### config.mk
export PLATFORM = sky130hd
export DESIGN_NAME = clock_counter
export DESIGN_NICKNAME = d
export VERILOG_FILES = /design/src/rtl/clock_counter.sv
export SDC_FILE = /design/constraint.sdc
export NUM_CORES = 1
export LEC_CHECK = 0
export CORE_MARGIN = 4
export CORE_UTILIZATION = 50
export CTS_CLUSTER_SIZE = 30
export DETAILED_ROUTE_END_ITERATION = 6
export PLACE_DENSITY = 0.76
export SETUP_SLACK_MARGIN = 0.4
export SYNTH_ARGS = -nofsm -noshare
export SYNTH_HDL_FRONTEND = slang
export SYNTH_SLANG_ARGS = --single-unit
export TNS_END_PERCENT = 5
### constraint.sdc
create_clock -name clk -period 1.7 [get_ports clk]
set_input_delay 0.51 -clock clk [delete_from_list [all_inputs] [get_ports clk]]
set_output_delay 0.51 -clock clk [all_outputs]
set_load 0.01 [all_outputs]
### src/rtl/clock_counter.sv
// BCD MM:SS timekeeper for the alarm clock.
// Divides clk to a one-second tick; minutes are preset through load.
module clock_counter #(
  parameter int unsigned TICKS_PER_SEC = 100_000_000
) (
  input  logic       clk,
  input  logic       reset_n,
  input  logic       run,
  input  logic       load,
  input  logic [3:0] load_minutes_ones,
  input  logic [2:0] load_minutes_tens,
  output logic [3:0] seconds_ones,
  output logic [2:0] seconds_tens,
  output logic [3:0] minutes_ones,
  output logic [2:0] minutes_tens,
  output logic       sec_pulse,
  output logic       hour_pulse
);

  localparam int unsigned PW = $clog2(TICKS_PER_SEC);
  localparam logic [PW-1:0] TERM = PW'(TICKS_PER_SEC - 1);

  logic [PW-1:0] presc_q, presc_d;
  logic [3:0]    sec_ones_q, sec_ones_d;
  logic [2:0]    sec_tens_q, sec_tens_d;
  logic [3:0]    min_ones_q, min_ones_d;
  logic [2:0]    min_tens_q, min_tens_d;
  logic          sec_pulse_q, sec_pulse_d;
  logic          hour_pulse_q, hour_pulse_d;

  logic tick;
  logic so_wrap;
  logic st_wrap;
  logic mo_wrap;
  logic mt_wrap;

  assign so_wrap = (sec_ones_q == 4'd9);
  assign st_wrap = so_wrap && (sec_tens_q == 3'd5);
  assign mo_wrap = st_wrap && (min_ones_q == 4'd9);
  assign mt_wrap = mo_wrap && (min_tens_q == 3'd5);

  // Prescaler: holds (not cleared) while run is low.
  always_comb begin
    presc_d = presc_q;
    tick    = 1'b0;
    if (load) begin
      presc_d = '0;
    end else if (run) begin
      if (presc_q == TERM) begin
        presc_d = '0;
        tick    = 1'b1;
      end else begin
        presc_d = presc_q + PW'(1);
      end
    end
  end

  always_comb begin
    sec_ones_d   = sec_ones_q;
    sec_tens_d   = sec_tens_q;
    min_ones_d   = min_ones_q;
    min_tens_d   = min_tens_q;
    sec_pulse_d  = 1'b0;
    hour_pulse_d = 1'b0;
    if (load) begin
      // Clamp so illegal presets never reach the display.
      min_ones_d = (load_minutes_ones > 4'd9) ? 4'd9 : load_minutes_ones;
      min_tens_d = (load_minutes_tens > 3'd5) ? 3'd5 : load_minutes_tens;
      sec_ones_d = '0;
      sec_tens_d = '0;
    end else if (tick) begin
      sec_pulse_d  = 1'b1;
      hour_pulse_d = mt_wrap;
      sec_ones_d   = so_wrap ? 4'd0 : sec_ones_q + 4'd1;
      if (so_wrap) begin
        sec_tens_d = st_wrap ? 3'd0 : sec_tens_q + 3'd1;
      end
      if (st_wrap) begin
        min_ones_d = mo_wrap ? 4'd0 : min_ones_q + 4'd1;
      end
      if (mo_wrap) begin
        min_tens_d = mt_wrap ? 3'd0 : min_tens_q + 3'd1;
      end
    end
  end

  always_ff @(posedge clk) begin
    if (!reset_n) begin
      presc_q      <= '0;
      sec_ones_q   <= '0;
      sec_tens_q   <= '0;
      min_ones_q   <= '0;
      min_tens_q   <= '0;
      sec_pulse_q  <= 1'b0;
      hour_pulse_q <= 1'b0;
    end else begin
      presc_q      <= presc_d;
      sec_ones_q   <= sec_ones_d;
      sec_tens_q   <= sec_tens_d;
      min_ones_q   <= min_ones_d;
      min_tens_q   <= min_tens_d;
      sec_pulse_q  <= sec_pulse_d;
      hour_pulse_q <= hour_pulse_d;
    end
  end

  assign seconds_ones = sec_ones_q;
  assign seconds_tens = sec_tens_q;
  assign minutes_ones = min_ones_q;
  assign minutes_tens = min_tens_q;
  assign sec_pulse    = sec_pulse_q;
  assign hour_pulse   = hour_pulse_q;

endmodule

==> impl_metrics.json, run 1 <==
{
  "grt_pass1_wl_um": 10200,
  "drt_pre_antenna_iters": 4,
  "worst_hold_path.num_cells": 2,
  "rrSetupSlack_ns": -0.07,
  "ys_seq_area_share_pct": 38.8,
  "ys.warnings.count": 0,
  "post-route-worst-setup-slack_ns": -0.0715,
  "grt_pass1_vias": 2227,
  "i_o_pins": 27,
  "clk_pin_slew_worst_paths_ns": 0.08,
  "via_per_inst": 5.64,
  "ir_drop_uv": 675,
  "muxShareOfSynthArea_pct": 2.31,
  "n_fill_cell": 254,
  "synthDistinctLibCells": 44,
  "place_worst_setup_slack_ns": -0.651,
  "grt_overflow": 0,
  "outcome": "finished, violations left",
  "core_area_mm2": 0.00414,
  "detail_route.wl_per_cell_um": 16.4,
  "route.vias.total": 2250,
  "finalClockSkew_ns": 0.00838,
  "final_cell_mix": "sky130_fd_sc_hd__buf_4, sky130_fd_sc_hd__nor2_1, sky130_fd_sc_hd__dfxtp_1",
  "post_synth.cell_area_avg_um2": 8.70,
  "setup.worst_path.start_class": "register",
  "hold_path_class": "reg -> reg",
  "number_of_i_o_port_buffers": 26,
  "drt-initial-drc-count": 152,
  "synth_adder_area_share_pct": 3.95,
  "min_from": "minutes_tens[0]$_SDFFE_PN0P_",
  "nets": 366,
  "tritoncts": "done",
  "area_growth_pct": 50.6,
  "dpl.hpwl_um": 4020,
  "cts_max_level": 2,
  "count_of_standard_cell_rows": 23,
  "power_density_over_the_cells_mw_per_mm2": 612,
  "synth_cells": 255,
  "setup_viol": 25,
  "utilization_pct": 80.7,
  "criticalPathCategory": "reg -> reg",
  "die_area_mm2": 0.00557,
  "drive_gt1_share_pct": 40.4,
  "worstPathMaxFanout": 4,
  "globalRouteTotalUtil_pct": 23.8,
  "timing.critical_path.required_ns": 1.92,
  "rsz0062_at_grt": "yes",
  "timing_worst_slew_pin_value_ns": 0.343,
  "setup_total_negative_slack_ns": -0.426,
  "cp-end-kind": "register",
  "cts-buffers-inserted": 5,
  "failed_checks": "negative setup slack",
  "wl_um": 6530,
  "mappedNetlistArea_mm2": 0.00222,
  "complex_gate_fraction_of_the_synthesized_area_pct": 8.96,
  "initial_core_util_pct": 53.6,
  "antenna_violations_before_repair": 0,
  "most_common_cell_after_layout_fill_and_taps_aside": "sky130_fd_sc_hd__buf_4",
  "synth_top_family_by_area": "simple AND/OR/NAND/NOR gates",
  "simple_gate_area_share_of_the_yosys_netlist_pct": 32.2,
  "clock_latency_ns": 0.30,
  "max_cap_viol_count": 0,
  "hold_path_end": "minutes_tens[0]$_SDFFE_PN0P_",
  "slew_headroom_pct": 77.1,
  "crit-reg2reg-launch": "presc_q[10]$_SDFFE_PP0P_",
  "min_period_over_period_pct": 104,
  "fmax_mhz": 564,
  "cts-root-to-sink-buffers": 2,
  "rr_worst_depth": 5,
  "antenna-diode-count": 0,
  "antenna_violating_nets_post_route": 0,
  "mappedNetlistNets": 273,
  "die_h_um": 74.6,
  "layout_min_cycle_time_ns": 1.77,
  "crit_arrival_ns": 1.99,
  "post_synthesis_register_bit_count": 43,
  "timing.rr.end": "minutes_tens[1]$_SDFFE_PN0P_",
  "p_leak_nw": 1.33,
  "cts_sinks": 43,
  "die_boundary_width_um": 74.6,
  "root_buffer_cell": "sky130_fd_sc_hd__clkbuf_8",
  "gpl.final_weighted_congestion": 0.816,
  "largest_net_degree_at_the_start_of_global_routing": 15,
  "xor_xnor_cell_area_share_of_the_yosys_netlist_pct": 10.7,
  "final-max-slew-violation-count": 0,
  "hold_viol": 0,
  "drcViolationCount": 0
}
[power breakdown]
group / internal, mW / switching (mW)
registers: 1.02 / 0.0156
clock network: 0.475 / 0.351
logic: 0.100 / 0.0850
total: 1.59 / 0.452
[synth_stat cells (all sizes together)]
cell | count | area [µm²]
nor4b | 3 | 32.5
a22oi | 1 | 7.51
buf | 6 | 32.5
nand3 | 13 | 82.6
inv | 6 | 22.5
nor3 | 8 | 45.0
mux2 | 1 | 11.3
o21a | 1 | 7.51
dfxtp | 43 | 861
o31ai | 5 | 37.5
nor2 | 37 | 139
and3 | 5 | 31.3
a21oi | 8 | 40.0
a32oi | 1 | 8.76
and4 | 8 | 72.6
nor2b | 4 | 25.0
o21ai | 8 | 47.6
nor3b | 1 | 7.51
nand3b | 3 | 22.5
nor4 | 4 | 25.0
o211ai | 3 | 22.5
mux2i | 4 | 40.0
or2 | 1 | 8.76
or3b | 3 | 26.3
nand4 | 11 | 87.6
xnor2 | 16 | 140
a31oi | 3 | 18.8
ha | 7 | 87.6
and2 | 2 | 12.5
or3 | 2 | 12.5
a211o | 1 | 8.76
nand2 | 20 | 75.1
xor2 | 11 | 96.3
clkbuf | 4 | 15.0
and3b | 1 | 8.76
[critical path, cell delays in order, from the launching register on]
cell,delay (ns)
sky130_fd_sc_hd__dfxtp_1,0.38
sky130_fd_sc_hd__nor4b_4,0.31
sky130_fd_sc_hd__and4_2,0.36
sky130_fd_sc_hd__nand3_4,0.09
sky130_fd_sc_hd__or3b_1,0.39
sky130_fd_sc_hd__a31oi_1,0.17
[how the worst max path moves through the flow]
stage | startpoint | endpoint | depth (start not counted)
2_1_floorplan | run | minutes_tens[0]$_SDFFE_PN0P_ | 6
3_3_place_gp | run | minutes_tens[1]$_SDFFE_PN0P_ | 6
3_5_place_dp | run | minutes_tens[0]$_SDFFE_PN0P_ | 6
4_1_cts | presc_q[25]$_SDFFE_PP0P_ | presc_q[26]$_SDFFE_PP0P_ | 6
5_1_grt | presc_q[10]$_SDFFE_PP0P_ | presc_q[26]$_SDFFE_PP0P_ | 5
6_report | presc_q[10]$_SDFFE_PP0P_ | minutes_tens[1]$_SDFFE_PN0P_ | 5
[through the flow]
step / instance area, µm² / hold WS, ns / total power, mW / std cells
floorplan: 2250 / 0.467 / 1.13 / 255
global placement: 2980 / 0.478 / 1.22 / 382
detailed placement: 2980 / 0.507 / 1.22 / 382
CTS: 3270 / 0.510 / 2.05 / 395
global route: 3340 / 0.561 / 2.12 / 399
finish: 3340 / 0.529 / 2.05 / 399
[cell families after synthesis]
| group | after synthesis |
|---|---|
| multiplexers | 5 |
| flip-flops | 43 |
| AO/OA/AOI/OAI | 31 |
| adder cells (fa/ha/maj) | 7 |
| XOR/XNOR | 27 |
| buffers and inverters | 16 |
| AND/OR/NAND/NOR | 126 |
[layer usage]
layer / GRT usage, % / wire (µm)
met1: 28.7 / 2590
met2: 42.9 / 3390
met3: 4.54 / 325
met4: 7.11 / 236
met5: 0 / 0
[timing repair]
| item | 4_1_cts | 5_1_grt |
|---|---|---|
| pin swaps | 19 | 4 |
| gates resized for setup | 118 | 8 |
| hold buffers | 0 | 0 |
| setup buffers | 5 | 4 |
| cloned | 0 | 0 |
| setup endpoints to repair | 59 | 57 |
[state kept, by name, indices dropped and copies added, names as in the netlist]
register / count
seconds_tens: 3
minutes_ones: 4
seconds_ones: 4
presc_q: 27
hour_pulse: 1
minutes_tens: 3
sec_pulse: 1
[layout make-up]
class                           instances  area [µm²]  area share [%]
Multi-Input combinational cell        196        1430            42.6
Sequential cell                        43         890            26.6
Timing Repair Buffer                   96         826            24.7
Clock buffer                            6        82.6            2.47
Tap cell                               50        62.6            1.87
Clock inverter                          2        35.0            1.05
Inverter                                6        22.5           0.674
Note: power is estimated with default switching activity, not from simulation.
==> inputs of run 2 (changes only) <==
- CORE_ASPECT_RATIO: default -> 1.1
==> run 2 against run 1 <==
Net effect: the run still ends with negative setup slack left; clock-buffer cell count stayed put; total power fell by 1.8%; clock power fell by 4.1%; utilization down 2.7 points; non-clock buffer count down 9; final cell count shrank 1.5%; worst setup slack better by 0.030 ns; sequential power is essentially flat; first-iteration DRC count fell by 31%; critical path type unchanged.
==> impl_metrics.json, run 2 (same netlist as run 1, synthesis figures left out) <==
{
  "worstPathMaxFanout": 3,
  "grt_overflow": 0,
  "p_seq_share_pct": 51.5,
  "power.share.switching_pct": 22.9,
  "largest_net_degree_at_the_start_of_global_routing": 17,
  "critical_path.cell_chain": "nor4b_4 -> nand4_1 -> buf_6 -> o21ai_4 -> nor2_1 -> mux2_4",
  "most_common_cell_after_layout_fill_and_taps_aside": "sky130_fd_sc_hd__buf_4",
  "cp-end-kind": "register",
  "drt_pre_antenna_iters": 4,
  "antenna_violating_nets_post_route": 0,
  "via_per_inst": 5.45,
  "outcome": "finished, violations left",
  "area_growth_pct": 50.6,
  "fin_cells": 393,
  "setup_viol": 3,
  "largest_register": "presc_q",
  "cellInternalPower_mw": 1.55,
  "cts_max_level": 2,
  "antenna_violations_before_repair": 0,
  "pwr-share-clk_pct": 39.5,
  "count_of_standard_cell_rows": 25,
  "tritoncts": "done",
  "setup.worst_path.start_class": "register",
  "post-route-worst-setup-slack_ns": -0.0417,
  "grt_pass1_vias": 2168,
  "fmax_mhz": 574,
  "cts-buffers-inserted": 5,
  "root_buffer_cell": "sky130_fd_sc_hd__clkbuf_8",
  "min_period_over_period_pct": 102,
  "share_comb_of_total_power_pct": 9.1,
  "final.hold.worst_slack_ns": 0.502,
  "antenna-diode-count": 0,
  "timing.critical_path.required_ns": 1.90,
  "drive_gt1_share_pct": 42.8,
  "detail_route.wl_per_cell_um": 14.5,
  "die_h_um": 77.9,
  "ir_drop_uv": 617,
  "grt_pass1_wl_um": 9520,
  "finalClockSkew_ns": 0.00862,
  "gpl.final_weighted_congestion": 0.808,
  "failed_checks": "negative setup slack",
  "drt-initial-drc-count": 105,
  "route.vias.total": 2143,
  "globalRouteTotalUtil_pct": 21.1,
  "initial_core_util_pct": 51.8,
  "die_area_mm2": 0.00557,
  "clock_latency_ns": 0.30,
  "number_of_i_o_port_buffers": 26,
  "dp.cells": 381,
  "timing_worst_slew_pin_value_ns": 0.395,
  "dpl.hpwl_um": 3790,
  "p_switching_mw": 0.461,
  "cpMaxStageDelayCell": "sky130_fd_sc_hd__dfxtp_2",
  "cts-root-to-sink-buffers": 2,
  "hold_path_class": "reg -> reg",
  "clk_pin_slew_worst_paths_ns": 0.09,
  "drcViolationCount": 0,
  "die_boundary_width_um": 71.5,
  "max_cap_viol_count": 0,
  "slew_headroom_pct": 73.6,
  "hold_viol": 0,
  "criticalPathCategory": "reg -> reg",
  "rsz0062_at_grt": "yes",
  "nets": 357,
  "cts_sinks": 43,
  "layout_min_cycle_time_ns": 1.74,
  "final_cell_mix": "sky130_fd_sc_hd__buf_4, sky130_fd_sc_hd__nor2_1, sky130_fd_sc_hd__buf_6",
  "i_o_pins": 27,
  "crit_arrival_ns": 1.94,
  "critical-path-max-stage-delay_ns": 0.35,
  "core_area_mm2": 0.00429,
  "wl_um": 5680,
  "p_leak_nw": 1.29,
  "flip_flop_count_of_the_largest_register_all_copies_and_words_added": 27,
  "final-max-slew-violation-count": 0,
  "power_density_over_the_cells_mw_per_mm2": 601
}
==> run 2: worst paths after layout <==
path                                     start                      endpoint  slack, ns  depth (start not counted)
setup reg to reg      presc_q[25]$_SDFFE_PP0P_      presc_q[26]$_SDFFE_PP0P_      -0.04                          6
setup / recovery      presc_q[25]$_SDFFE_PP0P_      presc_q[26]$_SDFFE_PP0P_      -0.04                          6
hold / removal    minutes_ones[3]$_SDFFE_PN0P_  minutes_ones[3]$_SDFFE_PN0P_       0.50                          2
hold reg to reg   minutes_ones[3]$_SDFFE_PN0P_  minutes_ones[3]$_SDFFE_PN0P_       0.50                          2
==> run 2: cell type report <==
cell class | instances | area, µm²
clock buffer | 6 | 72.6
sequential | 43 | 892
multi-input combinational | 196 | 1490
inverter | 6 | 22.5
tap | 54 | 67.6
clock inverter | 1 | 30.0
timing repair buffer | 87 | 771
fill | 284 | 942
==> run 2: worst max-delay path: cells and delay by family (launching register included) <==
family,cells,cell delay [ns]
multiplexers,1,0.28
AO/OA/AOI/OAI,1,0.19
AND/OR/NAND/NOR,3,0.61
flip-flops,1,0.35
buffers and inverters,1,0.21
==> run 2: timing repair <==
item	CTS	global route
endpoints found under the setup margin	59	57
pin swaps	47	9
hold buffers	0	0
setup buffers	1	4
resized for setup	137	9
==> run 2: metal layers <==
metal / GRT usage [%] / up-vias / share of wire, %
met5: 0 / - / 0
met4: 9.21 / 0 / 2.2
met3: 4.27 / 15 / 3.4
met2: 37.5 / 34 / 54
met1: 24.1 / 1020 / 41
li1: - / 1074 / -
==> run 2: power groups by stage <==
stage          logic (mW)  clock network (mW)  registers (mW)
2_1_floorplan      0.0667                   0            1.06
3_3_place_gp        0.162                   0            1.06
3_5_place_dp        0.165                   0            1.06
4_1_cts             0.177               0.798            1.04
5_1_grt             0.199               0.839            1.04
6_report            0.182               0.793            1.03
==> run 2: through the flow <==
stage	total power [mW]	util [%]	TNS [ns]	area, µm²	worst slack, ns
finish	2.01	78.0	-0.0932	3340	-0.0417
global placement	1.22	68.7	-21.31	2940	-0.589
detailed placement	1.22	68.7	-22.34	2940	-0.648
floorplan	1.13	-	-0.0217	2250	-0.0109
global route	2.08	78.0	-0.597	3340	-0.110
CTS	2.01	76.4	-0.0405	3270	-0.0405
